### src/rtl/mem_arbiter.sv
// rtl/mem_arbiter.sv - two-master to one-slave memory arbiter with starvation bound
//
// Merges the instruction (prefetch) and data (load/store) buses onto one
// 16-bit memory bus. Data normally wins; starve_cnt bounds how many data
// grants may pass while an instruction fetch is waiting. Every memory-side
// request signal and every master-side response is a register.
//
// Ports:
//   clk, reset        - clock, synchronous active-high reset
//   instr_m_*         - instruction master: addr, access in; data_in, ack out
//   data_m_*          - data master: addr, data_out, wr_en, bytesel, access in;
//                       data_in, ack out
//   q_m_*             - memory slave: addr, data_out, wr_en, bytesel, access
//                       out; data_in, ack in
module mem_arbiter #(
  parameter int STARVE_LIMIT = 4
) (
  input  logic        clk,
  input  logic        reset,
  input  logic [18:0] instr_m_addr,
  output logic [15:0] instr_m_data_in,
  input  logic        instr_m_access,
  output logic        instr_m_ack,
  input  logic [18:0] data_m_addr,
  output logic [15:0] data_m_data_in,
  input  logic [15:0] data_m_data_out,
  input  logic        data_m_access,
  output logic        data_m_ack,
  input  logic        data_m_wr_en,
  input  logic [1:0]  data_m_bytesel,
  output logic [18:0] q_m_addr,
  input  logic [15:0] q_m_data_in,
  output logic [15:0] q_m_data_out,
  output logic        q_m_access,
  input  logic        q_m_ack,
  output logic        q_m_wr_en,
  output logic [1:0]  q_m_bytesel
);

  typedef enum logic [2:0] {
    IDLE,
    GRANT_I,
    GRANT_D,
    DONE_I,
    DONE_D
  } state_t;

  localparam logic [3:0] LIMIT = 4'(STARVE_LIMIT);

  state_t      state, state_nxt;
  logic [3:0]  starve_cnt, starve_cnt_nxt;

  logic [18:0] addr_nxt;
  logic [15:0] dout_nxt;
  logic        access_nxt;
  logic        wr_en_nxt;
  logic [1:0]  bytesel_nxt;
  logic        iack_nxt;
  logic        dack_nxt;
  logic [15:0] idata_nxt;
  logic [15:0] ddata_nxt;

  logic        elig_i;
  logic        elig_d;
  logic        grant_i;
  logic        grant_d;

  always_ff @(posedge clk) begin
    if (reset) begin
      state           <= IDLE;
      starve_cnt      <= 4'd0;
      q_m_addr        <= 19'd0;
      q_m_data_out    <= 16'd0;
      q_m_access      <= 1'b0;
      q_m_wr_en       <= 1'b0;
      q_m_bytesel     <= 2'b00;
      instr_m_ack     <= 1'b0;
      data_m_ack      <= 1'b0;
      instr_m_data_in <= 16'd0;
      data_m_data_in  <= 16'd0;
    end else begin
      state           <= state_nxt;
      starve_cnt      <= starve_cnt_nxt;
      q_m_addr        <= addr_nxt;
      q_m_data_out    <= dout_nxt;
      q_m_access      <= access_nxt;
      q_m_wr_en       <= wr_en_nxt;
      q_m_bytesel     <= bytesel_nxt;
      instr_m_ack     <= iack_nxt;
      data_m_ack      <= dack_nxt;
      instr_m_data_in <= idata_nxt;
      data_m_data_in  <= ddata_nxt;
    end
  end

  always_comb begin
    state_nxt      = state;
    starve_cnt_nxt = starve_cnt;
    addr_nxt       = q_m_addr;
    dout_nxt       = q_m_data_out;
    access_nxt     = q_m_access;
    wr_en_nxt      = q_m_wr_en;
    bytesel_nxt    = q_m_bytesel;
    iack_nxt       = 1'b0;
    dack_nxt       = 1'b0;
    idata_nxt      = instr_m_data_in;
    ddata_nxt      = data_m_data_in;

    // The master acked in this DONE cycle may still hold access high; it
    // must not be regranted before passing through another state.
    elig_i  = instr_m_access && (state != DONE_I);
    elig_d  = data_m_access && (state != DONE_D);
    grant_i = 1'b0;
    grant_d = 1'b0;

    case (state)
      IDLE, DONE_I, DONE_D: begin
        if (elig_i && elig_d) begin
          if (starve_cnt == LIMIT) grant_i = 1'b1;
          else                     grant_d = 1'b1;
        end else if (elig_i) begin
          grant_i = 1'b1;
        end else if (elig_d) begin
          grant_d = 1'b1;
        end

        if (grant_i) begin
          addr_nxt       = instr_m_addr;
          dout_nxt       = 16'd0;
          wr_en_nxt      = 1'b0;
          bytesel_nxt    = 2'b11;
          access_nxt     = 1'b1;
          starve_cnt_nxt = 4'd0;
          state_nxt      = GRANT_I;
        end else if (grant_d) begin
          addr_nxt    = data_m_addr;
          dout_nxt    = data_m_data_out;
          wr_en_nxt   = data_m_wr_en;
          bytesel_nxt = data_m_bytesel;
          access_nxt  = 1'b1;
          // Count only data grants that actually bypass a waiting fetch.
          if (instr_m_access)
            starve_cnt_nxt = (starve_cnt >= LIMIT) ? LIMIT : starve_cnt + 4'd1;
          else
            starve_cnt_nxt = 4'd0;
          state_nxt   = GRANT_D;
        end else begin
          state_nxt = IDLE;
        end
      end

      GRANT_I: begin
        if (q_m_ack) begin
          idata_nxt  = q_m_data_in;
          iack_nxt   = 1'b1;
          access_nxt = 1'b0;
          state_nxt  = DONE_I;
        end
      end

      GRANT_D: begin
        if (q_m_ack) begin
          ddata_nxt  = q_m_data_in;
          dack_nxt   = 1'b1;
          access_nxt = 1'b0;
          state_nxt  = DONE_D;
        end
      end

      default: begin
        access_nxt = 1'b0;
        state_nxt  = IDLE;
      end
    endcase
  end

endmodule

### config.mk
export PLATFORM = sky130hd
export DESIGN_NAME = mem_arbiter
export DESIGN_NICKNAME = d
export VERILOG_FILES = /design/src/rtl/mem_arbiter.sv
export SDC_FILE = /design/constraint.sdc
export NUM_CORES = 1
export LEC_CHECK = 0
export ABC_AREA = 1
export BUFFER_PORTS_ARGS = -buffer_cell sky130_fd_sc_hd__clkbuf_2
export CAP_MARGIN = 20
export CORE_MARGIN = 2
export CORE_UTILIZATION = 50
export CTS_CLUSTER_DIAMETER = 200
export CTS_CLUSTER_SIZE = 30
export DETAILED_ROUTE_END_ITERATION = 8
export GPL_ROUTABILITY_DRIVEN = 0
export PLACE_DENSITY = 0.85
export SLEW_MARGIN = 20
export SYNTH_ARGS = -nofsm -noshare
export SYNTH_HDL_FRONTEND = slang
export SYNTH_SLANG_ARGS = --single-unit
export TNS_END_PERCENT = 50
### constraint.sdc
create_clock -name clk -period 2.4 [get_ports clk]
set_clock_uncertainty 0.1 [all_clocks]
set_input_delay 0.36 -clock clk [delete_from_list [all_inputs] [get_ports clk]]
set_output_delay 0.36 -clock clk [all_outputs]
set_load 0.01 [all_outputs]
Yosys cells after proc, flatten, opt, wreduce, memory -nomap -nowiden
Cells that the tools add are included.
{"block": "word_totals", "reg_bits": 80, "input_bits": 78, "output_inout_bits": 73, "word_cells": 71}
{"block": "classes", "addsub": 1, "order_cmp": 1, "n_eq_ne": 11, "muxes": 31, "bitwise_logic": 2, "reduce_logical": 14}
{"cell": "$mux 19", "n": 2}
{"cell": "$mux 16", "n": 2}
{"cell": "$mux 4", "n": 4}
{"cell": "$mux 1", "n": 15}
{"cell": "$reduce_and 2->1", "n": 5}
{"cell": "$pmux 3 s3", "n": 1}
{"cell": "$mux 2", "n": 4}
{"cell": "$eq 3x2->1 const B", "n": 2}
{"cell": "$mux 3", "n": 2}
{"cell": "$ne 3x3->1 const B", "n": 2}
{"cell": "$reduce_or 2->1", "n": 3}
{"cell": "$add 4x1->4 const B", "n": 1}
{"cell": "$eq 4x3->1 const B", "n": 1}
{"cell": "$ge 4x3->1 const B", "n": 1}
{"cell": "$ne 2x2->1 const B", "n": 2}
{"cell": "$eq 3x1->1 const B", "n": 1}
{"cell": "$eq 3x3->1 const B", "n": 1}
{"cell": "$logic_and 1x1->1", "n": 3}
{"cell": "$logic_not 3->1", "n": 1}
{"cell": "$ne 3x2->1 const B", "n": 1}
{"cell": "$reduce_or 3->1", "n": 1}
{"cell": "$ne 2x1->1 const B", "n": 1}
{"cell": "$not 1->1", "n": 2}
{"cell": "$pmux 1 s2", "n": 1}
{"cell": "$reduce_bool 2->1", "n": 1}

Logic depth before layout (Yosys ltp)
Gate-level depths: netlist (run 1).
{"block": "depth", "ltp_word": 9, "mapped_depth": 11, "depth_no_buf": 10}

Worst setup path after synthesis (run 1)
OpenSTA, ideal clock, no wires.
{"block": "synth_timing", "kind": "register to register", "startpoint": "reg starve_cnt[0]", "endpoint": "reg q_m_addr[10]", "setup_ns": 0.109, "arrival_ns": 1.207, "t_required_ns": 2.191, "path_slack_ns": 0.984, "stages_incl_launch_ff": 12, "n_path_buf": 1, "synth_period_minus_slack_ns": 1.416, "cell_sequence": "dfxtp_1 > inv_1 > ha_1 > nand3_1 > nand3_1 > nand2_2 > inv_2 > buf_2 > nand2_1 > nand3_1 > nand2_1 > inv_1"}
{"block": "synth_via", "elab_chain_len": 6, "elab_cells_between_ends": 10, "cone_classes": "eq/ne: 1; mux: 7; reduce/logical: 2"}
{"item": "from (decl)", "line_no": "51", "source": "logic [3:0] starve_cnt, starve_cnt_nxt;"}
{"item": "from (signal assigned)", "line_no": "83", "source": "starve_cnt <= starve_cnt_nxt;"}
{"item": "$eq 4x3->1 (*)", "line_no": "119", "source": "if (starve_cnt == LIMIT) grant_i = 1'b1;"}
{"item": "$mux 1", "line_no": "119"}
{"item": "$mux 1", "line_no": "118", "source": "if (elig_i && elig_d) begin"}
{"item": "$mux 1", "line_no": "116", "source": "case (state)"}
{"item": "$reduce_bool 2->1 (no source line)"}
{"item": "$reduce_and 2->1 (no source line)"}
{"item": "to (signal assigned)", "line_no": "84", "source": "q_m_addr <= addr_nxt;"}
{"item": "to (decl)", "line_no": "31", "source": "output logic [18:0] q_m_addr,"}
Every way passes the cells marked *; elsewhere a longest branch is shown, timed or not. The select of a mux whose other input is x is not followed.
A chain may end at the register's enable or synchronous reset.

Worst setup path in the final report (run 1)
{"block": "layout_timing", "startpoint": "reg state[1]", "endpoint": "reg q_m_addr[10]"}
{"block": "layout_via", "elab_chain_len": 8, "elab_cells_between_ends": 19, "cone_classes": "eq/ne: 4; mux: 8; reduce/logical: 7"}
{"item": "from (decl)", "line_no": "50", "source": "state_t state, state_nxt;"}
{"item": "from (signal assigned)", "line_no": "82", "source": "state <= state_nxt;"}
{"item": "$ne 3x3->1", "line_no": "112", "source": "elig_d = data_m_access && (state != DONE_D);"}
{"item": "$logic_and 1x1->1", "line_no": "112"}
{"item": "$mux 1", "line_no": "123", "source": "end else if (elig_d) begin"}
{"item": "$mux 1", "line_no": "121", "source": "end else if (elig_i) begin"}
{"item": "$mux 1", "line_no": "118"}
{"item": "$mux 1", "line_no": "116"}
{"item": "$reduce_bool 2->1 (no source line)"}
{"item": "$reduce_and 2->1 (no source line)"}
Several ways; a longest one is shown, not always the timed one. The select of a mux whose other input is x is not followed.

==> results of run 1 <==
registers in the layout, indices dropped and copies added (netlist names):
register         count
q_m_addr            19
data_m_data_in      16
instr_m_data_in     16
q_m_data_out        16
starve_cnt           4
state                3
q_m_bytesel          2
data_m_ack           1
instr_m_ack          1
q_m_access           1
q_m_wr_en            1
worst max-delay path by stage:
stage	startpoint	to	slack [ps]	depth (start not counted)
after floorplan	starve_cnt[0]$_SDFFE_PP0P_	q_m_addr[10]$_SDFFE_PP0P_	980	11
after global placement	starve_cnt[0]$_SDFFE_PP0P_	q_m_addr[13]$_SDFFE_PP0P_	700	10
after detailed placement	state[1]$_SDFFE_PP0P_	q_m_addr[14]$_SDFFE_PP0P_	600	9
after CTS	state[1]$_SDFFE_PP0P_	q_m_addr[14]$_SDFFE_PP0P_	590	9
after global routing	state[1]$_SDFFE_PP0P_	q_m_addr[6]$_SDFFE_PP0P_	420	10
final	state[1]$_SDFFE_PP0P_	q_m_addr[10]$_SDFFE_PP0P_	590	9
power by group through the flow:
stage,sequential [mW],combinational [mW],clock [mW]
after floorplan,1.66,0.472,0
after global placement,1.59,0.766,0
after detailed placement,1.60,0.787,0
final,1.57,0.780,0.891
after global routing,1.59,0.889,0.970
after CTS,1.57,0.788,0.917
cell usage in the layout, fill, tap and decap left out:
| cell type | Yosys | routed |
|---|---|---|
| sky130_fd_sc_hd__nand2_2 | 2 | 2 |
| sky130_fd_sc_hd__a21oi_1 | 24 | 24 |
| sky130_fd_sc_hd__clkinv_2 | 0 | 2 |
| sky130_fd_sc_hd__nand2_1 | 75 | 75 |
| sky130_fd_sc_hd__buf_4 | 6 | 3 |
| sky130_fd_sc_hd__inv_1 | 29 | 29 |
| sky130_fd_sc_hd__clkinv_4 | 0 | 3 |
| sky130_fd_sc_hd__nand3_1 | 24 | 24 |
| sky130_fd_sc_hd__nand3_2 | 1 | 1 |
| sky130_fd_sc_hd__inv_6 | 1 | 3 |
| sky130_fd_sc_hd__inv_2 | 4 | 4 |
| sky130_fd_sc_hd__clkbuf_8 | 0 | 9 |
| sky130_fd_sc_hd__clkbuf_2 | 0 | 150 |
| sky130_fd_sc_hd__nor4_1 | 1 | 1 |
| sky130_fd_sc_hd__o21ai_1 | 11 | 11 |
| sky130_fd_sc_hd__ha_1 | 2 | 2 |
| sky130_fd_sc_hd__nor2_2 | 12 | 12 |
| sky130_fd_sc_hd__dfxtp_1 | 80 | 80 |
| sky130_fd_sc_hd__nor2_1 | 121 | 121 |
| sky130_fd_sc_hd__o21ai_0 | 42 | 42 |
| sky130_fd_sc_hd__nor3_1 | 3 | 3 |
| sky130_fd_sc_hd__nand2_4 | 1 | 1 |
logic make-up (layout without fill, tap and decap cells):
logic type               after synthesis  count (layout)
flip-flops                            80              80
adder cells (fa/ha/maj)                2               2
AND/OR/NAND/NOR                      240             240
AO/OA/AOI/OAI                         77              77
buffers and inverters                 60             203
cell type report:
class,count,area [um2]
fill,568,2170
sequential,80,1600
multi-input combinational,319,1400
timing repair buffer,153,773
inverter,34,133
clock buffer,9,124
tap,77,96.3
clock inverter,7,53.8
worst register-to-register path, cell delays in order, from the launching register on:
cell	delay, ps
sky130_fd_sc_hd__dfxtp_1	380
sky130_fd_sc_hd__nand2_1	100
sky130_fd_sc_hd__nor2_2	120
sky130_fd_sc_hd__nor2_2	60
sky130_fd_sc_hd__inv_2	80
sky130_fd_sc_hd__nand2_4	170
sky130_fd_sc_hd__inv_6	390
sky130_fd_sc_hd__nand3_1	170
sky130_fd_sc_hd__nand2_1	90
sky130_fd_sc_hd__inv_1	40
per-layer routing:
layer,vias to the layer above,global-route usage [%],wire length (um)
met3,13,3.79,455
met1,1446,25.8,3390
met5,-,0,0
li1,1717,-,-
met2,99,40.6,4050
met4,0,9.52,139
per-stage QoR:
stage / worst slack [ps] / utilization (%) / hold WS, ps / power, mW
after floorplan: 984 / - / 349 / 2.14
after global placement: 700 / 63.0 / 350 / 2.36
after detailed placement: 605 / 63.0 / 354 / 2.39
after CTS: 594 / 65.8 / 144 / 3.28
after global routing: 417 / 65.8 / 162 / 3.45
final: 592 / 65.8 / 161 / 3.24
==> flow_summary.html, run 1 <==
<table>
<tr><th>Metric</th><th>Value</th></tr>
<tr><th colspan="2">Drt</th></tr>
<tr><td>DRC violation count after routing</td><td>0</td></tr>
<tr><td>Wire per inst</td><td>11.8 um</td></tr>
<tr><td>Count of TritonRoute iterations in the first routing pass</td><td>4</td></tr>
<tr><td>Ratio of routed vias to standard cells</td><td>4.82</td></tr>
<tr><td>Vias after detailed routing</td><td>roughly 3300</td></tr>
<tr><td>Residual antenna-violating net count after detailed routing</td><td>0</td></tr>
<tr><td>First-iteration detailed-routing DRC count</td><td>between 100 and 150</td></tr>
<tr><td>Detailed-route wire length</td><td>8030 um</td></tr>
<tr><th colspan="2">Floorplanning</th></tr>
<tr><td>I/O Pins</td><td>151</td></tr>
<tr><td>Number of standard-cell rows in the floorplan</td><td>29</td></tr>
<tr><td>Die Span X</td><td>85.2 um</td></tr>
<tr><td>Starting density of the core</td><td>51.9%</td></tr>
<tr><td>Area enclosed by the die boundary</td><td>about 7300 um2</td></tr>
<tr><td>Y dimension of the die</td><td>85.2 um</td></tr>
<tr><td>Area of the core</td><td>6350 um2</td></tr>
<tr><th colspan="2">Worst setup path</th></tr>
<tr><td>Crit. End Element</td><td>register</td></tr>
<tr><td>R2R Setup Slk</td><td>around 590 ps</td></tr>
<tr><td>Top Family by Delay on Critical Path</td><td>simple AND/OR/NAND/NOR gates</td></tr>
<tr><td>Endpoint of the worst-slack reg-to-reg timing path</td><td>q_m_addr[10]$_SDFFE_PP0P_</td></tr>
<tr><td>Cells traversed along the worst timing path</td><td>nand2_1 -&gt; nor2_2 -&gt; nor2_2 -&gt; inv_2 -&gt; nand2_4 -&gt; inv_6 -&gt; nand3_1 -&gt; nand2_1 -&gt; inv_1</td></tr>
<tr><td>Arrival time of the worst setup path</td><td>between 1500 and 2000 ps</td></tr>
<tr><td>Worst R2R Path Depth</td><td>9</td></tr>
<tr><td>Kind of start point of the critical path</td><td>register</td></tr>
<tr><td>Critical register-to-register path startpoint</td><td>state[1]$_SDFFE_PP0P_</td></tr>
<tr><td>Crit Path Class</td><td>register to register</td></tr>
<tr><td>CP max-delay cell</td><td>sky130_fd_sc_hd__inv_6</td></tr>
<tr><td>Data required, critical path</td><td>2540 ps</td></tr>
<tr><td>Largest fanout on the critical path</td><td>around 60</td></tr>
<tr><td>Largest stage delay on the critical path</td><td>390 ps</td></tr>
<tr><td>Critical path buffer and inverter count</td><td>3</td></tr>
<tr><th colspan="2">Power</th></tr>
<tr><td>Net Sw Power</td><td>1.07 mW</td></tr>
<tr><td>Net Sw Frac</td><td>33.1%</td></tr>
<tr><td>Peak ir drop on the vdd network</td><td>about 460 uV</td></tr>
<tr><td>Total internal power</td><td>2.17 mW</td></tr>
<tr><td>Pleak</td><td>around 2.2 nW</td></tr>
<tr><td>Combinational group share of total power</td><td>24.1%</td></tr>
<tr><td>Proportion of power drawn by the clock network</td><td>between 20 and 30%</td></tr>
<tr><td>Reg power frac</td><td>between 40 and 50%</td></tr>
<tr><td>Total power divided by cell area</td><td>776 nW/um2</td></tr>
<tr><th colspan="2">Clock tree</th></tr>
<tr><td>Clock tree from TritonCTS</td><td>done</td></tr>
<tr><td>CTS H-Tree Depth</td><td>3</td></tr>
<tr><td>Number of buffers inserted during clock tree synthesis</td><td>9</td></tr>
<tr><td>Cts-stage hold buffer count</td><td>0</td></tr>
<tr><td>CTS sink cnt</td><td>80</td></tr>
<tr><td>Clock-pin slew on the worst setup and hold paths</td><td>about 90 ps</td></tr>
<tr><td>CTS root buffer</td><td>sky130_fd_sc_hd__clkbuf_8</td></tr>
<tr><td>Skew-Pair Late Insertion Delay</td><td>between 300 and 400 ps</td></tr>
<tr><td>Setup Fix Bufs, Post-CTS</td><td>0</td></tr>
<tr><td>Clk buf depth</td><td>2</td></tr>
<tr><td>Post-cts gate resize count</td><td>0</td></tr>
<tr><th colspan="2">Synth</th></tr>
<tr><td>Post-synth top area share</td><td>48.6%</td></tr>
<tr><td>Flip-flop and latch count after synthesis</td><td>80</td></tr>
<tr><td>EDFF count, synth</td><td>0</td></tr>
<tr><td>Synthesis warning total</td><td>0</td></tr>
<tr><td>Post-Synthesis Mean Instance Area</td><td>between 7 and 8 um2</td></tr>
<tr><td>Mux share of post-synthesis cell area</td><td>0%</td></tr>
<tr><td>Largest family of logic cells by synthesized area</td><td>simple AND/OR/NAND/NOR gates</td></tr>
<tr><td>Async SR Flop Fraction</td><td>0%</td></tr>
<tr><td>Cell with the most instances after synthesis</td><td>sky130_fd_sc_hd__nor2_1</td></tr>
<tr><td>Post-Syn Nets</td><td>539</td></tr>
<tr><td>Synth Area in Adders</td><td>0.759%</td></tr>
<tr><td>Top post-synthesis cells by count</td><td>121 x sky130_fd_sc_hd__nor2_1, 80 x sky130_fd_sc_hd__dfxtp_1, 75 x sky130_fd_sc_hd__nand2_1, 42 x sky130_fd_sc_hd__o21ai_0, 29 x sky130_fd_sc_hd__inv_1</td></tr>
<tr><td>Post-synthesis instance area</td><td>3300 um2</td></tr>
<tr><td>Gate count of the mapped netlist</td><td>459</td></tr>
<tr><td>Dominant cell type by area after synthesis</td><td>sky130_fd_sc_hd__dfxtp_1</td></tr>
<tr><td>Fraction of the mapped netlist area in simple logic gates</td><td>29.9%</td></tr>
<tr><td>Fraction of synthesized cell area in xor and xnor cells</td><td>0%</td></tr>
<tr><td>Synth Flop Type</td><td>sky130_fd_sc_hd__dfxtp_1</td></tr>
<tr><td>Compound-Gate Fraction of Synth Area</td><td>11.7%</td></tr>
<tr><td>Cell types occupying the most area after synthesis</td><td>sky130_fd_sc_hd__dfxtp_1 49%, sky130_fd_sc_hd__nor2_1 14%, sky130_fd_sc_hd__nand2_1 8.5%</td></tr>
<tr><td>Yosys cell types</td><td>22</td></tr>
<tr><td>Sequential-to-total area share from yosys stat</td><td>48.6%</td></tr>
<tr><th colspan="2">Global routing</th></tr>
<tr><td>First-pass GRT wire length</td><td>13100 um</td></tr>
<tr><td>Antenna violations before repair</td><td>0</td></tr>
<tr><td>Largest net degree at the start of global routing</td><td>62</td></tr>
<tr><td>Total Routing Usage GR</td><td>around 22%</td></tr>
<tr><td>Via count of the first global-routing pass</td><td>3011</td></tr>
<tr><td>Overall overflow remaining after global route</td><td>0</td></tr>
<tr><th colspan="2">Placement</th></tr>
<tr><td>Placed cells</td><td>663</td></tr>
<tr><td>Post-place instance area</td><td>4000 um2</td></tr>
<tr><td>DPL Wire Length</td><td>5720 um</td></tr>
<tr><td>Number of port buffers</td><td>150</td></tr>
<tr><th colspan="2">Worst hold path</th></tr>
<tr><td>Worst hold stages</td><td>3</td></tr>
<tr><td>Source of the worst hold timing path</td><td>data_m_wr_en</td></tr>
<tr><td>Endpoint, Worst Hold</td><td>q_m_wr_en$_SDFFE_PP0P_</td></tr>
<tr><td>Type of the worst min-delay path</td><td>input pin to register</td></tr>
<tr><th colspan="2">STA</th></tr>
<tr><td>Final Hold Vio Count</td><td>0</td></tr>
<tr><td>Worst-Margin Slew</td><td>528 ps</td></tr>
<tr><td>Achievable Freq</td><td>553 MHz</td></tr>
<tr><td>RSZ-0062 raised after global routing</td><td>false</td></tr>
<tr><td>Number of pins with negative max-slew slack in the final report</td><td>0</td></tr>
<tr><td>Final critical-path required period</td><td>1810 ps</td></tr>
<tr><td>Sum of negative setup slack</td><td>0 ps</td></tr>
<tr><td>Count of final setup violators</td><td>0</td></tr>
<tr><td>Part of the cycle the worst path needs</td><td>between 70 and 80%</td></tr>
<tr><td>Worst slew margin relative to its limit</td><td>about 65%</td></tr>
<tr><th colspan="2">Cells and area</th></tr>
<tr><td>Post-Layout Cell Count</td><td>~680</td></tr>
<tr><td>Final standard cell area without fillers</td><td>about 4200 um2</td></tr>
<tr><td>Share of layout cells above drive strength 1</td><td>31.6%</td></tr>
<tr><td>Number of diodes added for antenna fixing</td><td>0</td></tr>
<tr><td>Total Nets Final</td><td>677</td></tr>
<tr><td>Area overhead of the layout relative to synthesis</td><td>26.8%</td></tr>
<tr><th colspan="2">Flow run</th></tr>
<tr><td>Count of maximum capacitance violations</td><td>0</td></tr>
<tr><th colspan="2">Run status</th></tr>
<tr><td>Result of the run</td><td>finished, final reports clean</td></tr>
</table>
Power figures use the tool's default switching activity.
==> run 2, diff against run 1 <==
- ABC_AREA: 1 -> 0
- CORE_UTILIZATION: 50 -> 45
- PLACE_DENSITY: 0.85 -> 0.79
- clock period: 2.4 -> 1.8 ns (I/O delays scaled with it)
==> run 2 against run 1 <==
  * Count of clock-buffer cells in the layout rose by 1
  * Design area decreased by 0.33%
  * First-iteration DRC count fell by 0.94%
  * Worst hold slack got worse by 130 ps
  * Sequential power increased by 25%
  * Core utilization decreased by 3.5 points
  * Register-to-register slack worse by 570 ps
  * Via count fell by 12%
  * Total power grew 21%
  * Maximum frequency increased by 1.8%
  * Synthesized cell count decreased by 27%
  * Setup slack worse by 570 ps
  * Highest routed layer unchanged
==> flow_summary.html, run 2 <==
<table>
<tr><th>Metric</th><th>Value</th></tr>
<tr><th colspan="2">STA</th></tr>
<tr><td>Worst slew margin relative to its limit</td><td>75.0% (+10 points)</td></tr>
<tr><td>Final Hold Vio Count</td><td>0 (unchanged)</td></tr>
<tr><td>Final critical-path required period</td><td>1780 ps (-31.9 ps)</td></tr>
<tr><td>Sum of negative setup slack</td><td>0 ps (unchanged)</td></tr>
<tr><td>Count of final setup violators</td><td>0 (unchanged)</td></tr>
<tr><td>RSZ-0062 raised after global routing</td><td>true</td></tr>
<tr><td>Part of the cycle the worst path needs</td><td>98.7% (+23 points)</td></tr>
<tr><td>Number of pins with negative max-slew slack in the final report</td><td>0 (unchanged)</td></tr>
<tr><td>Achievable Freq</td><td>563 MHz (+1.8%)</td></tr>
<tr><td>Worst-Margin Slew</td><td>375 ps (-153 ps)</td></tr>
<tr><th colspan="2">Clock tree</th></tr>
<tr><td>CTS H-Tree Depth</td><td>3 (unchanged)</td></tr>
<tr><td>Clock tree from TritonCTS</td><td>done</td></tr>
<tr><td>Skew-Pair Late Insertion Delay</td><td>340 ps (about the same)</td></tr>
<tr><td>CTS root buffer</td><td>sky130_fd_sc_hd__clkbuf_8</td></tr>
<tr><td>CTS sink cnt</td><td>80 (unchanged)</td></tr>
<tr><td>Number of buffers inserted during clock tree synthesis</td><td>9 (unchanged)</td></tr>
<tr><td>Clk buf depth</td><td>2 (unchanged)</td></tr>
<tr><td>Clock-pin slew on the worst setup and hold paths</td><td>80 ps (about the same)</td></tr>
<tr><th colspan="2">Synth</th></tr>
<tr><td>Post-synthesis instance area</td><td>3050 um2 (-7.4%)</td></tr>
<tr><td>Cell types occupying the most area after synthesis</td><td>sky130_fd_sc_hd__dfxtp_1 52%, sky130_fd_sc_hd__nand2_1 11%, sky130_fd_sc_hd__mux2i_1 6.9%</td></tr>
<tr><td>Synthesis warning total</td><td>0 (unchanged)</td></tr>
<tr><td>EDFF count, synth</td><td>0 (unchanged)</td></tr>
<tr><td>Sequential-to-total area share from yosys stat</td><td>52.5% (+3.9 points)</td></tr>
<tr><td>Top post-synthesis cells by count</td><td>88 x sky130_fd_sc_hd__nand2_1, 80 x sky130_fd_sc_hd__dfxtp_1, 34 x sky130_fd_sc_hd__a21oi_1, 21 x sky130_fd_sc_hd__mux2i_1, 20 x sky130_fd_sc_hd__o21ai_0</td></tr>
<tr><td>Cell with the most instances after synthesis</td><td>sky130_fd_sc_hd__nand2_1</td></tr>
<tr><td>Yosys cell types</td><td>36 (+64%)</td></tr>
<tr><td>Post-Synthesis Mean Instance Area</td><td>9.06 um2 (+26%)</td></tr>
<tr><td>Post-synth top area share</td><td>52.5% (+3.9 points)</td></tr>
<tr><td>Post-Syn Nets</td><td>417 (-23%)</td></tr>
<tr><td>Flip-flop and latch count after synthesis</td><td>80 (unchanged)</td></tr>
<tr><td>Gate count of the mapped netlist</td><td>337 (-27%)</td></tr>
<tr><td>Async SR Flop Fraction</td><td>0% (unchanged)</td></tr>
<tr><td>Dominant cell type by area after synthesis</td><td>sky130_fd_sc_hd__dfxtp_1</td></tr>
<tr><td>Synth Flop Type</td><td>sky130_fd_sc_hd__dfxtp_1</td></tr>
<tr><th colspan="2">Worst setup path</th></tr>
<tr><td>Data required, critical path</td><td>1930 ps (-610 ps)</td></tr>
<tr><td>Top Family by Delay on Critical Path</td><td>compound AO/OA/AOI/OAI gates</td></tr>
<tr><td>Cells traversed along the worst timing path</td><td>inv_2 -&gt; ha_4 -&gt; nand3b_1 -&gt; a21oi_2 -&gt; o221ai_4 -&gt; nor2b_4 -&gt; buf_12 -&gt; a22o_1</td></tr>
<tr><td>CP max-delay cell</td><td>sky130_fd_sc_hd__dfxtp_2</td></tr>
<tr><td>Largest fanout on the critical path</td><td>19 (-69%)</td></tr>
<tr><td>Crit Path Class</td><td>register to register</td></tr>
<tr><td>Arrival time of the worst setup path</td><td>1910 ps (-40 ps)</td></tr>
<tr><td>Crit. End Element</td><td>register</td></tr>
<tr><td>Kind of start point of the critical path</td><td>register</td></tr>
<tr><td>Largest stage delay on the critical path</td><td>330 ps (-60 ps)</td></tr>
<tr><td>Critical path buffer and inverter count</td><td>2 (-1)</td></tr>
<tr><th colspan="2">Power</th></tr>
<tr><td>Total power divided by cell area</td><td>940 nW/um2 (+21%)</td></tr>
<tr><td>Peak ir drop on the vdd network</td><td>601 uV (+30%)</td></tr>
<tr><td>Pleak</td><td>2.01 nW (-8.0%)</td></tr>
<tr><th colspan="2">Floorplanning</th></tr>
<tr><td>Starting density of the core</td><td>45.7% (-6.2 points)</td></tr>
<tr><td>Y dimension of the die</td><td>86.4 um (+1.4%)</td></tr>
<tr><td>Area of the core</td><td>6680 um2 (+5.2%)</td></tr>
<tr><td>I/O Pins</td><td>151 (unchanged)</td></tr>
<tr><td>Die Span X</td><td>86.4 um (+1.4%)</td></tr>
<tr><td>Area enclosed by the die boundary</td><td>7460 um2 (+2.8%)</td></tr>
<tr><td>Number of standard-cell rows in the floorplan</td><td>30 (+3.4%)</td></tr>
<tr><th colspan="2">Drt</th></tr>
<tr><td>Wire per inst</td><td>12.9 um (+8.8%)</td></tr>
<tr><td>DRC violation count after routing</td><td>0 (unchanged)</td></tr>
<tr><td>Residual antenna-violating net count after detailed routing</td><td>0 (unchanged)</td></tr>
<tr><td>Vias after detailed routing</td><td>2896 (-12%)</td></tr>
<tr><td>First-iteration detailed-routing DRC count</td><td>105 (-0.94%)</td></tr>
<tr><td>Detailed-route wire length</td><td>7430 um (-7.5%)</td></tr>
<tr><td>Count of TritonRoute iterations in the first routing pass</td><td>5 (+1)</td></tr>
<tr><td>Ratio of routed vias to standard cells</td><td>5.02 (+4.1%)</td></tr>
<tr><th colspan="2">Cells and area</th></tr>
<tr><td>Share of layout cells above drive strength 1</td><td>40.4% (+8.9 points)</td></tr>
<tr><td>Total Nets Final</td><td>572 (-16%)</td></tr>
<tr><td>Most common cell after layout, fill and taps aside</td><td>sky130_fd_sc_hd__clkbuf_2</td></tr>
<tr><td>Fill cells</td><td>595 (+4.8%)</td></tr>
<tr><td>Max FFs per register</td><td>19 (unchanged)</td></tr>
<tr><td>Post-Layout Cell Count</td><td>577 (-15%)</td></tr>
<tr><td>Top library cells by usage in the layout, fill and taps aside</td><td>150 x sky130_fd_sc_hd__clkbuf_2, 87 x sky130_fd_sc_hd__nand2_1, 78 x sky130_fd_sc_hd__dfxtp_1</td></tr>
<tr><td>Top reg by flops</td><td>q_m_addr</td></tr>
<tr><td>Area overhead of the layout relative to synthesis</td><td>36.4%</td></tr>
<tr><td>Number of diodes added for antenna fixing</td><td>0 (unchanged)</td></tr>
<tr><th colspan="2">Placement</th></tr>
<tr><td>Number of port buffers</td><td>150 (unchanged)</td></tr>
<tr><td>Placed cells</td><td>557 (-16%)</td></tr>
<tr><td>DPL Wire Length</td><td>5280 um (-7.6%)</td></tr>
<tr><th colspan="2">Global routing</th></tr>
<tr><td>Via count of the first global-routing pass</td><td>2694 (-11%)</td></tr>
<tr><td>Antenna violations before repair</td><td>0 (unchanged)</td></tr>
<tr><td>Total Routing Usage GR</td><td>19.9% (-2.4 points)</td></tr>
<tr><td>First-pass GRT wire length</td><td>11800 um (-10%)</td></tr>
<tr><td>Largest net degree at the start of global routing</td><td>41 (-34%)</td></tr>
<tr><td>Overall overflow remaining after global route</td><td>0 (unchanged)</td></tr>
<tr><th colspan="2">Flow run</th></tr>
<tr><td>Count of maximum capacitance violations</td><td>0 (unchanged)</td></tr>
<tr><th colspan="2">Run status</th></tr>
<tr><td>Result of the run</td><td>finished, final reports clean</td></tr>
<tr><th colspan="2">Worst hold path</th></tr>
<tr><td>Type of the worst min-delay path</td><td>input pin to register</td></tr>
</table>
==> run 2: cell count changes after synthesis, moves of 19 or more <==
cell and change:
sky130_fd_sc_hd__inv_1 -22, sky130_fd_sc_hd__a22o_1 +19, sky130_fd_sc_hd__nand3_1 -23, sky130_fd_sc_hd__o21ai_0 -22
sky130_fd_sc_hd__nor2_1 -110, sky130_fd_sc_hd__mux2i_1 +21
==> run 2: kinds of logic (layout without fill, tap and decap cells) <==
family,after synthesis,in the layout,synth area share [%]
fa+ha+maj,2,2,0.820
mux,21,21,6.89
flops,80,80,52.5
compound gates,85,85,18.1
buf+inv,32,192,5.49
simple gates,117,117,16.3
==> run 2: path summary, 6_finish.rpt <==
check                           cells past startpoint                            from                        endpoint  slack (ps)
worst min-delay path                                2              data_m_data_out[3]    q_m_data_out[3]$_SDFFE_PP0P_          30
worst min register to register                      2  data_m_data_in[0]$_SDFFE_PP0P_  data_m_data_in[0]$_SDFFE_PP0P_         350
worst max-delay path                                8      starve_cnt[0]$_SDFFE_PP0P_      starve_cnt[0]$_SDFFE_PP0P_          20
worst max register to register                      8      starve_cnt[0]$_SDFFE_PP0P_      starve_cnt[0]$_SDFFE_PP0P_          20
==> run 2: metrics by stage <==
stage                     utilization, %  setup slack [ps]  cell area [um2]  power, mW  hold slack [ps]
after floorplan                        -              61.9             3050       2.38              295
after global placement              58.3              75.8             3900       2.65              336
after detailed placement            58.3             -9.23             3900       2.67              345
after CTS                           61.1             -11.4             4090       3.93             17.2
after global routing                62.3             -42.8             4160       4.12             10.5
final                               62.3              24.1             4160       3.92             34.5
==> run 2: layout make-up <==
class	instances	area [um2]	share of cell area [%]
multi-input cells	225	1320	31.7
well taps	80	100	2.40
clock buffers	10	128	3.06
inverters	9	33.8	0.811
flip-flops and latches	80	1600	38.5
clock inverters	6	60.1	1.44
repair buffers	167	918	22.1
==> run 2: where the power goes <==
part | leakage [nW] | switching [mW] | internal (mW)
Combinational | 1.27 | 0.363 | 0.320
Clock | 0.0920 | 0.624 | 0.634
Sequential | 0.655 | 0.0732 | 1.90
Total | 2.01 | 1.06 | 2.85
==> run 2: metal layers <==
metal / vias up / track usage, % / wire (um)
met5: - / 0 / 0
met4: 0 / 7.95 / 102
met3: 8 / 6.29 / 582
met2: 122 / 34.2 / 3560
met1: 1300 / 23.0 / 3180
li1: 1466 / - / -
==> run 2: repair_timing <==
item / CTS / global route
cloned: 0 / 1
pin swaps: 0 / 3
hold buffers: 0 / 0
endpoints found under the setup margin: 9 / 40
gates resized for setup: 0 / 23
setup buffers: 0 / 4
==> run 3, diff against run 2 <==
- BUFFER_PORTS_ARGS: -buffer_cell sky130_fd_sc_hd__clkbuf_2 -> unset
- CORE_UTILIZATION: 45 -> 62
- DONT_BUFFER_PORTS: unset -> 1
- PLACE_DENSITY: 0.79 -> 0.78
==> run 3 against run 2 <==
  * The run now ends with negative setup slack left
  * Sequential power grew 4%
  * Routed wire length grew 5.7%
  * Highest routed layer unchanged
  * Non-clock buffer count decreased by 106
  * Critical path type unchanged
==> flow_summary.html, run 3 (synthesis gave the netlist of run 2 again) <==
<table>
<tr><th>Metric</th><th>Value</th></tr>
<tr><th colspan="2">Run status</th></tr>
<tr><td>Violated checks</td><td>negative setup slack</td></tr>
<tr><td>Result of the run</td><td>finished, violations left</td></tr>
<tr><th colspan="2">Clock tree</th></tr>
<tr><td>Number of buffers inserted during clock tree synthesis</td><td>9 (unchanged)</td></tr>
<tr><td>CTS sink cnt</td><td>80 (unchanged)</td></tr>
<tr><td>Clock-pin slew on the worst setup and hold paths</td><td>80 ps (about the same)</td></tr>
<tr><td>CTS root buffer</td><td>sky130_fd_sc_hd__clkbuf_8</td></tr>
<tr><td>Clk buf depth</td><td>2 (unchanged)</td></tr>
<tr><td>CTS H-Tree Depth</td><td>3 (unchanged)</td></tr>
<tr><td>Clock tree from TritonCTS</td><td>done</td></tr>
<tr><td>Skew-Pair Late Insertion Delay</td><td>340 ps (about the same)</td></tr>
<tr><th colspan="2">Cells and area</th></tr>
<tr><td>Total Nets Final</td><td>466 (-19%)</td></tr>
<tr><td>Max FFs per register</td><td>19 (unchanged)</td></tr>
<tr><td>Most common cell after layout, fill and taps aside</td><td>sky130_fd_sc_hd__nand2_1</td></tr>
<tr><td>Top library cells by usage in the layout, fill and taps aside</td><td>87 x sky130_fd_sc_hd__nand2_1, 78 x sky130_fd_sc_hd__dfxtp_1, 35 x sky130_fd_sc_hd__dlygate4sd3_1</td></tr>
<tr><td>Number of diodes added for antenna fixing</td><td>0 (unchanged)</td></tr>
<tr><td>Final standard cell area without fillers</td><td>3960 um2 (-4.8%)</td></tr>
<tr><td>Share of layout cells above drive strength 1</td><td>15.9% (-25 points)</td></tr>
<tr><td>Final core utilization</td><td>83.9% (+22 points)</td></tr>
<tr><td>Area overhead of the layout relative to synthesis</td><td>29.8%</td></tr>
<tr><td>Top reg by flops</td><td>q_m_addr</td></tr>
<tr><th colspan="2">Floorplanning</th></tr>
<tr><td>Number of standard-cell rows in the floorplan</td><td>25 (-17%)</td></tr>
<tr><td>Starting density of the core</td><td>64.6% (+19 points)</td></tr>
<tr><td>Die Span X</td><td>74.2 um (-14%)</td></tr>
<tr><td>Area of the core</td><td>4720 um2 (-29%)</td></tr>
<tr><td>Y dimension of the die</td><td>74.2 um (-14%)</td></tr>
<tr><td>I/O Pins</td><td>151 (unchanged)</td></tr>
<tr><td>Area enclosed by the die boundary</td><td>5500 um2 (-26%)</td></tr>
<tr><th colspan="2">Worst setup path</th></tr>
<tr><td>Crit Path Class</td><td>register to register</td></tr>
<tr><td>R2R Setup Slk</td><td>-30 ps (-50 ps)</td></tr>
<tr><td>Arrival time of the worst setup path</td><td>2010 ps (+100 ps)</td></tr>
<tr><td>Cells traversed along the worst timing path</td><td>inv_2 -&gt; ha_4 -&gt; nand3b_1 -&gt; buf_4 -&gt; nand2_4 -&gt; o221ai_4 -&gt; buf_12 -&gt; nor2b_4 -&gt; clkbuf_16 -&gt; a22o_1</td></tr>
<tr><td>Endpoint of the worst-slack reg-to-reg timing path</td><td>q_m_data_out[3]$_SDFFE_PP0P_</td></tr>
<tr><td>Kind of start point of the critical path</td><td>register</td></tr>
<tr><td>Data required, critical path</td><td>1980 ps (+50 ps)</td></tr>
<tr><td>Largest fanout on the critical path</td><td>9 (-10)</td></tr>
<tr><td>CP max-delay cell</td><td>sky130_fd_sc_hd__dfxtp_2</td></tr>
<tr><td>Crit. End Element</td><td>register</td></tr>
<tr><td>Largest stage delay on the critical path</td><td>350 ps (+20 ps)</td></tr>
<tr><td>Critical register-to-register path startpoint</td><td>starve_cnt[1]$_SDFFE_PP0P_</td></tr>
<tr><td>Worst R2R Path Depth</td><td>10 (+2)</td></tr>
<tr><th colspan="2">Placement</th></tr>
<tr><td>Pre-CTS setup slack</td><td>-33.2 ps (-24.0 ps)</td></tr>
<tr><td>Number of port buffers</td><td>0 (-100%)</td></tr>
<tr><td>Post-place instance area</td><td>3190 um2 (-18%)</td></tr>
<tr><td>DPL Wire Length</td><td>4630 um (-12%)</td></tr>
<tr><th colspan="2">STA</th></tr>
<tr><td>Final critical-path required period</td><td>1830 ps (+54.8 ps)</td></tr>
<tr><td>Setup WS post-layout</td><td>-30.8 ps (-54.8 ps)</td></tr>
<tr><td>Count of final setup violators</td><td>19 (+19)</td></tr>
<tr><td>Number of pins with negative max-slew slack in the final report</td><td>0 (unchanged)</td></tr>
<tr><td>Part of the cycle the worst path needs</td><td>102% (+3.0 points)</td></tr>
<tr><td>Worst slew margin relative to its limit</td><td>62.1% (-13 points)</td></tr>
<tr><td>Achievable Freq</td><td>546 MHz (-3.0%)</td></tr>
<tr><td>Worst-Margin Slew</td><td>569 ps (+194 ps)</td></tr>
<tr><td>Final Hold Vio Count</td><td>0 (unchanged)</td></tr>
<tr><td>RSZ-0062 raised after global routing</td><td>true</td></tr>
<tr><td>Worst slack on hold paths</td><td>20.9 ps (-13.7 ps)</td></tr>
<tr><th colspan="2">Drt</th></tr>
<tr><td>First-iteration detailed-routing DRC count</td><td>105 (unchanged)</td></tr>
<tr><td>Wire per inst</td><td>17.2 um (+33%)</td></tr>
<tr><td>Detailed-route wire length</td><td>7850 um (+5.7%)</td></tr>
<tr><td>Vias after detailed routing</td><td>2565 (-11%)</td></tr>
<tr><td>Ratio of routed vias to standard cells</td><td>5.61 (+12%)</td></tr>
<tr><td>Residual antenna-violating net count after detailed routing</td><td>0 (unchanged)</td></tr>
<tr><td>DRC violation count after routing</td><td>0 (unchanged)</td></tr>
<tr><td>Count of TritonRoute iterations in the first routing pass</td><td>4 (-1)</td></tr>
<tr><th colspan="2">Global routing</th></tr>
<tr><td>Via count of the first global-routing pass</td><td>2439 (-9.5%)</td></tr>
<tr><td>Antenna violations before repair</td><td>0 (unchanged)</td></tr>
<tr><td>Total Routing Usage GR</td><td>26.8% (+6.9 points)</td></tr>
<tr><td>First-pass GRT wire length</td><td>11200 um (-4.6%)</td></tr>
<tr><td>Largest net degree at the start of global routing</td><td>40 (-2.4%)</td></tr>
<tr><td>Overall overflow remaining after global route</td><td>0 (unchanged)</td></tr>
<tr><th colspan="2">Worst hold path</th></tr>
<tr><td>Source of the worst hold timing path</td><td>instr_m_addr[11]</td></tr>
<tr><td>Type of the worst min-delay path</td><td>input pin to register</td></tr>
<tr><td>Worst hold stages</td><td>2 (unchanged)</td></tr>
<tr><td>Endpoint, Worst Hold</td><td>q_m_addr[11]$_SDFFE_PP0P_</td></tr>
<tr><th colspan="2">Power</th></tr>
<tr><td>Pleak</td><td>1.61 nW (-20%)</td></tr>
<tr><td>Peak ir drop on the vdd network</td><td>812 uV (+35%)</td></tr>
<tr><td>Final Total Pwr</td><td>4.06 mW (+3.7%)</td></tr>
<tr><td>Total power divided by cell area</td><td>1020 nW/um2 (+8.9%)</td></tr>
<tr><th colspan="2">Flow run</th></tr>
<tr><td>Count of maximum capacitance violations</td><td>0 (unchanged)</td></tr>
</table>
## run 3: cell count changes in the layout (fill, tap and decap cells not counted), sizes merged
cell | before | now
bufinv | 1 | 2
dlygate4sd3 | 0 | 35
clkbuf | 160 | 15
clkinv | 3 | 1
buf | 17 | 23
clkinvlp | 2 | 0
## run 3: metal layers
| metal | GRT usage [%] | share of wire, % | vias to the layer above |
|---|---|---|---|
| met1 | 30.3 | 39 | 1173 |
| met4 | 12.7 | 2.1 | 0 |
| li1 | - | - | 1251 |
| met2 | 46.3 | 51 | 126 |
| met5 | 0 | 0 | - |
| met3 | 7.99 | 8.7 | 15 |
## run 3: worst max path at each step
| stage | from | end | depth (start not counted) |
|---|---|---|---|
| global route | starve_cnt[1]$_SDFFE_PP0P_ | q_m_data_out[5]$_SDFFE_PP0P_ | 10 |
| finish | starve_cnt[1]$_SDFFE_PP0P_ | q_m_data_out[3]$_SDFFE_PP0P_ | 10 |
| detailed placement | starve_cnt[1]$_SDFFE_PP0P_ | q_m_addr[5]$_SDFFE_PP0P_ | 8 |
| global placement | starve_cnt[1]$_SDFFE_PP0P_ | q_m_addr[17]$_SDFFE_PP0P_ | 8 |
| CTS | starve_cnt[0]$_SDFFE_PP0P_ | q_m_addr[12]$_SDFFE_PP0P_ | 8 |
| floorplan | starve_cnt[0]$_SDFFE_PP0P_ | starve_cnt[1]$_SDFFE_PP0P_ | 9 |
## run 3: layout make-up
type                    count  area (um2)
well taps                  67        83.8
repair buffers             61         677
fillers                   284         759
inverters                   9        33.8
multi-input cells         225        1350
clock inverters             3        65.1
flip-flops and latches     80        1600
clock buffers              12         155
## run 3: through the flow
stage               cells  TNS [ps]
floorplan             337         0
global placement      398         0
detailed placement    398      -102
CTS                   449         0
global route          457     -2970
finish                457      -334
## run 3: what timing repair did
item,in CTS,in global routing
hold buffers,36,0
pin swaps,1,2
endpoints found under the hold margin,56,0
resized for setup,5,21
setup buffers,0,4
cloned,0,4
setup endpoints to repair,15,38
## run 3: power by group
part	leakage, nW	switching (mW)	total [mW]	internal [mW]
Clock	0.112	0.595	1.44	0.848
Sequential	0.655	0.152	2.05	1.90
Combinational	0.840	0.270	0.563	0.293
## run 3: critical path: cells and delay by family, from the launching register on
kind / cells / cell delay (ps)
buf+inv: 4 / 530
flops: 1 / 350
compound gates: 2 / 270
fa+ha+maj: 1 / 140
simple gates: 3 / 380
